$ cat config.mk
export PLATFORM = sky130hd
export DESIGN_NAME = gate_unit_pipe
export DESIGN_NICKNAME = d
export VERILOG_FILES = /design/src/rtl/gate_unit_pkg.sv /design/src/rtl/gate_unit_pipe_sync_fifo.sv /design/src/rtl/gate_unit_pipe.sv
export SDC_FILE = /design/constraint.sdc
export NUM_CORES = 1
export LEC_CHECK = 0
export ABC_AREA = 1
export BUFFER_PORTS_ARGS = -buffer_cell sky130_fd_sc_hd__buf_4
export CAP_MARGIN = 25
export CELL_PAD_IN_SITES_DETAIL_PLACEMENT = 1
export CELL_PAD_IN_SITES_GLOBAL_PLACEMENT = 1
export CORE_MARGIN = 2
export CORE_UTILIZATION = 45
export CTS_CLUSTER_DIAMETER = 150
export DETAILED_ROUTE_END_ITERATION = 10
export GPL_TIMING_DRIVEN = 0
export PLACE_DENSITY = 0.82
export SKIP_CTS_REPAIR_TIMING = 1
export SLEW_MARGIN = 5
export SYNTH_ARGS = -nofsm -noshare
export SYNTH_HDL_FRONTEND = slang
export SYNTH_SLANG_ARGS = --single-unit
$ cat constraint.sdc
create_clock -name clk -period 5.9 [get_ports clk]
set_input_delay 0.59 -clock clk [delete_from_list [all_inputs] [get_ports clk]]
set_output_delay 0.59 -clock clk [all_outputs]
set_load 0.01 [all_outputs]
$ cat src/rtl/gate_unit_pkg.sv
// Shared types and the bitwise gate function for the gate_unit_pipe slice.
package gate_unit_pkg;

  // Widest operand gate_f handles; callers zero-extend in and truncate out.
  localparam int unsigned GATE_MAX_W = 256;

  typedef enum logic [2:0] {
    OP_NAND = 3'd0,
    OP_AND  = 3'd1,
    OP_OR   = 3'd2,
    OP_NOR  = 3'd3,
    OP_XOR  = 3'd4,
    OP_XNOR = 3'd5,
    OP_NOT  = 3'd6,
    OP_PASS = 3'd7
  } op_e;

  typedef enum logic {MODE_STREAM = 1'b0, MODE_FOLD = 1'b1} mode_e;

  typedef enum logic {ST_IDLE = 1'b0, ST_FOLD = 1'b1} state_e;

  typedef logic [GATE_MAX_W-1:0] gate_word_t;

  function automatic gate_word_t gate_f(input op_e op, input gate_word_t x, input gate_word_t y);
    gate_word_t r;
    r = x;
    case (op)
      OP_NAND: r = ~(x & y);
      OP_AND:  r = x & y;
      OP_OR:   r = x | y;
      OP_NOR:  r = ~(x | y);
      OP_XOR:  r = x ^ y;
      OP_XNOR: r = ~(x ^ y);
      OP_NOT:  r = ~x;
      OP_PASS: r = x;
      default: r = x;
    endcase
    return r;
  endfunction

endpackage

$ cat src/rtl/gate_unit_pipe_sync_fifo.sv
// Small synchronous FIFO; reset clears pointers and occupancy, storage is left as is.
module sync_fifo #(
  parameter int unsigned WIDTH = 16,
  parameter int unsigned DEPTH = 2
) (
  input  logic             clk,
  input  logic             rst_n,
  input  logic             push,
  input  logic [WIDTH-1:0] push_data,
  input  logic             pop,
  output logic [WIDTH-1:0] head_data,
  output logic             full,
  output logic             empty
);

  localparam int unsigned AW = (DEPTH > 1) ? $clog2(DEPTH) : 1;
  localparam int unsigned CW = AW + 1;

  logic [WIDTH-1:0] mem [DEPTH];
  logic [AW-1:0]    wr_ptr;
  logic [AW-1:0]    rd_ptr;
  logic [CW-1:0]    count;

  always_ff @(posedge clk or negedge rst_n) begin
    if (!rst_n) begin
      wr_ptr <= '0;
      rd_ptr <= '0;
      count  <= '0;
    end else begin
      if (push) wr_ptr <= wr_ptr + AW'(1);
      if (pop)  rd_ptr <= rd_ptr + AW'(1);
      case ({push, pop})
        2'b10:   count <= count + CW'(1);
        2'b01:   count <= count - CW'(1);
        default: count <= count;
      endcase
    end
  end

  always_ff @(posedge clk) begin
    if (push) mem[wr_ptr] <= push_data;
  end

  assign head_data = mem[rd_ptr];
  assign full      = (count == CW'(DEPTH));
  assign empty     = (count == '0);

endmodule

$ cat src/rtl/gate_unit_pipe.sv
// WIDTH-bit bitwise gate unit with STREAM and FOLD modes, valid/ready in and out,
// and a small result FIFO carrying {result, beat count}.
module gate_unit_pipe
  import gate_unit_pkg::*;
#(
  parameter int unsigned WIDTH      = 8,
  parameter int unsigned FIFO_DEPTH = 2,
  parameter int unsigned CNT_W      = 8
) (
  input  logic             clk,
  input  logic             rst_n,
  input  logic             inValid,
  output logic             inReady,
  input  logic [WIDTH-1:0] inA,
  input  logic [WIDTH-1:0] inB,
  input  logic [2:0]       opSel,
  input  logic             mode,
  input  logic             inLast,
  output logic             outValid,
  input  logic             outReady,
  output logic [WIDTH-1:0] outY,
  output logic [CNT_W-1:0] outCount,
  output logic             foldBusy
);

  localparam int unsigned DW = WIDTH + CNT_W;

  state_e           state_q, state_d;
  logic [WIDTH-1:0] acc_q, acc_d;
  logic [CNT_W-1:0] cnt_q, cnt_d;
  op_e              op_q, op_d;

  logic             accept;
  logic             pop;
  logic             push;
  logic [WIDTH-1:0] push_y;
  logic [CNT_W-1:0] push_cnt;
  logic [WIDTH-1:0] gate_in;
  logic [WIDTH-1:0] gate_fold;
  logic [CNT_W-1:0] cnt_inc;

  logic [DW-1:0]    head_data;
  logic             fifo_full;
  logic             fifo_empty;

  // Handshakes depend only on FIFO occupancy, never on outReady combinationally.
  assign inReady  = !fifo_full;
  assign outValid = !fifo_empty;
  assign accept   = inValid & inReady;
  assign pop      = outValid & outReady;
  assign foldBusy = (state_q == ST_FOLD);

  // Empty FIFO presents zeros rather than whatever the storage last held.
  assign outY     = outValid ? head_data[DW-1:CNT_W] : '0;
  assign outCount = outValid ? head_data[CNT_W-1:0]  : '0;

  always_ff @(posedge clk or negedge rst_n) begin
    if (!rst_n) begin
      state_q <= ST_IDLE;
      acc_q   <= '0;
      cnt_q   <= '0;
      op_q    <= OP_NAND;
    end else begin
      state_q <= state_d;
      acc_q   <= acc_d;
      cnt_q   <= cnt_d;
      op_q    <= op_d;
    end
  end

  always_comb begin
    gate_in   = WIDTH'(gate_f(op_e'(opSel), GATE_MAX_W'(inA), GATE_MAX_W'(inB)));
    gate_fold = WIDTH'(gate_f(op_q, GATE_MAX_W'(acc_q), GATE_MAX_W'(inA)));
    cnt_inc   = (cnt_q == '1) ? cnt_q : cnt_q + CNT_W'(1);
  end

  // Next-state and push decode.
  always_comb begin
    state_d  = state_q;
    acc_d    = acc_q;
    cnt_d    = cnt_q;
    op_d     = op_q;
    push     = 1'b0;
    push_y   = '0;
    push_cnt = '0;
    if (accept) begin
      case (state_q)
        ST_IDLE: begin
          if (mode == 1'(MODE_FOLD) && !inLast) begin
            acc_d   = gate_in;
            op_d    = op_e'(opSel);
            cnt_d   = CNT_W'(1);
            state_d = ST_FOLD;
          end else begin
            push     = 1'b1;
            push_y   = gate_in;
            push_cnt = CNT_W'(1);
          end
        end
        ST_FOLD: begin
          if (inLast) begin
            push     = 1'b1;
            push_y   = gate_fold;
            push_cnt = cnt_inc;
            acc_d    = '0;
            cnt_d    = '0;
            state_d  = ST_IDLE;
          end else begin
            acc_d = gate_fold;
            cnt_d = cnt_inc;
          end
        end
        default: state_d = ST_IDLE;
      endcase
    end
  end

  sync_fifo #(
    .WIDTH (DW),
    .DEPTH (FIFO_DEPTH)
  ) u_fifo (
    .clk       (clk),
    .rst_n     (rst_n),
    .push      (push),
    .push_data ({push_y, push_cnt}),
    .pop       (pop),
    .head_data (head_data),
    .full      (fifo_full),
    .empty     (fifo_empty)
  );

endmodule

==> metrics.txt <==
status=complete, no violations; worst reg2reg path depth=7; measured slew at the worst slew-check pin=0.9141 ns; initial antenna violation count=0; Die X=104.2 um; Starting Density=0.4619; fmax=384.7 MHz; Die ar.=0.01085 mm^2; fill cell count=1317; hold_ws=0.1862 ns; detailed placement HPWL=11.52 mm; DRC=0; CTS tree=built; most numerous cell in the Yosys netlist=nand2_1; synthesized area=0.004514 mm^2; Pleak=2.603 nW; RSZ-0062 raised after global routing=false; layout cells sized above 1=0.1369; vias per cell=5.577; largest stage delay on the critical path=0.42 ns; Clk Latency, worst-skew pair=0.31 ns; crit path to=outCount[1]; first-pass GRT wire length=24.67 mm; most frequent cells after synthesis=178 x nand2_1, 90 x inv_1, 78 x nand3_1, 46 x nor2_1, 38 x nand4_1; final antenna diode count=0; final count of hold timing violations=0; sw frac=0.5102; area delta synth->final=13.11%; FF+latch count, synth=56; Final setup viols=0; final setup TNS=0 ns; Critical Path RT=5.31 ns; Util after Layout=0.5224; max-cap violation count=0; Final min period=2.599 ns; worst hold path type=input pin to async pin; largest net degree at the start of global routing=25; synthesized instance count=642; Worst Path Arrival=2.01 ns; EDFF count, synth=32; ANT nets after route=0; Nets=752; DR pass1 iterations=4; CP Capture Type=output pin; RR Endpoint=u_fifo.mem[0][6]$_DFFE_PP_; top-area cell type share of the netlist area=0.2129; GRT Total Usage=0.2850; Post-DP Area=0.005017 mm^2; crit path kind=register to output pin; clk sinks=56; clock share of power=0.108; Root Driver=clkbuf_8; R2R Path Start=u_fifo.count[0]$_DFFE_PN0P_; post-synth top area cell=edfxtp_1; syn_nets=701; power density cells=405.5 mW/mm^2; NetSw=1.056 mW; Async S/R FF share, synth=0.4286; fin. max-slew vios=0; Seq/Total Area, Yosys=0.3459; # H-tree levels=2; Tot Pwr=2.070 mW; Critical Path Most Common Cell=clkbuf_1; Worst R2R Setup Slack=3.60 ns; syn avg cell area=7.032 um^2; grt total ovfl=0; Setup crit start=u_fifo.rd_ptr$_DFFE_PN0P_; cell row count=36; final instance area=0.005106 mm^2; CTS Buf Count=5; I/O pins=44; worst-path fanout max=10; via count=4612; largest cells by area after synthesis=edfxtp_1 21%, nand2_1 15%, dfrtp_1 13%; Logic pwr share=0.604; Total Wirelength=15.03 mm; Peak supply drop=180.3 uV; count of different cell masters after synthesis=28; RePlAce Congestion=0.9158; Yosys warning total=0; PortBufs=43; Clock transition at path regs=0.11 ns; slew margin rel.=0.3899; Synth Flop Type=edfxtp_1; Tcrit/Tclk final=0.4405; CORE AREA=0.009774 mm^2; number of DRC markers in iteration 0=159; skew final=0.005254 ns; sequential power share=0.288; slowest CP cell=clkbuf_1; CP Launch Type=register; vias in the first global route=4840; Pint=1.014 mW; drt wl/cell=18.18 um; CTS max path bufs=2; Critical Path, Cell by Cell=clkbuf_1, inv_1, clkbuf_1, nand2_1, a21oi_1, buf_4; die height=104.2 um
[power groups by stage]
| stage | clock network, mW | logic (mW) | registers, mW |
|---|---|---|---|
| 2_1_floorplan | 0 | 0.795 | 0.579 |
| 3_3_place_gp | 0 | 1.17 | 0.598 |
| 3_5_place_dp | 0 | 1.24 | 0.603 |
| 4_1_cts | 0.228 | 1.24 | 0.595 |
| 5_1_grt | 0.243 | 1.39 | 0.607 |
| 6_report | 0.223 | 1.25 | 0.596 |
[critical path, delay by kind of cell, from the launching register on]
kind / cells / cell delay, ns
compound gates: 1 / 0.17
buf+inv: 4 / 1.03
flops: 1 / 0.38
simple gates: 1 / 0.12
[through the flow]
step | cells | setup slack (ns)
final | 827 | 3.301
after global routing | 827 | 3.095
after CTS | 827 | 3.293
after detailed placement | 819 | 3.279
after global placement | 818 | 2.951
after floorplan | 642 | 3.625
[layer usage]
layer | GRT usage | vias up | wire length (um)
li1 | - | 2208 | -
met1 | 0.3767 | 2258 | 6652
met2 | 0.4953 | 122 | 7508
met3 | 0.03759 | 24 | 644
met4 | 0.06853 | 0 | 229
met5 | 0 | - | 0
[cell families (layout without fill, tap and decap cells)]
group           Yosys count  in the layout  synth area share
simple gates            356            356            0.3567
buf+inv                 121            173            0.1134
compound gates           69             69           0.07816
flops                    56             56            0.3459
fa+ha+maj                34             34           0.09424
xor+xnor                  6              6           0.01164
[flip-flops by register name (all words and copies together) (netlist names)]
register and count:
cnt_q 8, u_fifo.count 2, foldBusy 1, u_fifo.mem 32
op_q 3, u_fifo.wr_ptr 1, u_fifo.rd_ptr 1, acc_q 8
[final cells by class]
cell class / count / area [um^2] / share of cell area
plain buffers: 26 / 155.1 / 0.03038
clock buffers: 6 / 72.57 / 0.01421
clock inverters: 2 / 16.27 / 0.003185
inverters: 95 / 356.6 / 0.06984
multi-input cells: 465 / 2444 / 0.4786
flip-flops and latches: 56 / 1562 / 0.3058
well taps: 133 / 166.4 / 0.03259
repair buffers: 44 / 334.1 / 0.06543
[cells in the final DEF (no fill, tap or decap), drive strengths merged]
cell	Yosys	final
nand3	81	81
a31oi	1	1
nor3	2	2
nand4	39	39
a21oi	26	26
clkinvlp	0	1
inv	95	95
edfxtp	32	32
dfrtp	24	24
xor2	4	4
nand2	181	181
nor2	53	53
ha	34	34
clkinv	0	1
o21ai	40	40
xnor2	2	2
o22ai	2	2
buf	21	65
clkbuf	5	11
[worst min-delay path by stage]
| stage | from | to | slack [ns] | cells after the start |
|---|---|---|---|---|
| 2_1_floorplan | rst_n | acc_q[0]$_DFFE_PN0P_ | 0.29 | 0 |
| 3_3_place_gp | u_fifo.count[1]$_DFFE_PN0P_ | u_fifo.count[1]$_DFFE_PN0P_ | 0.49 | 1 |
| 3_5_place_dp | u_fifo.count[1]$_DFFE_PN0P_ | u_fifo.count[1]$_DFFE_PN0P_ | 0.51 | 1 |
| 4_1_cts | rst_n | acc_q[6]$_DFFE_PN0P_ | 0.19 | 1 |
| 5_1_grt | rst_n | u_fifo.rd_ptr$_DFFE_PN0P_ | 0.20 | 1 |
| 6_report | rst_n | acc_q[6]$_DFFE_PN0P_ | 0.19 | 1 |
Note: power is estimated with default switching activity, not from simulation.
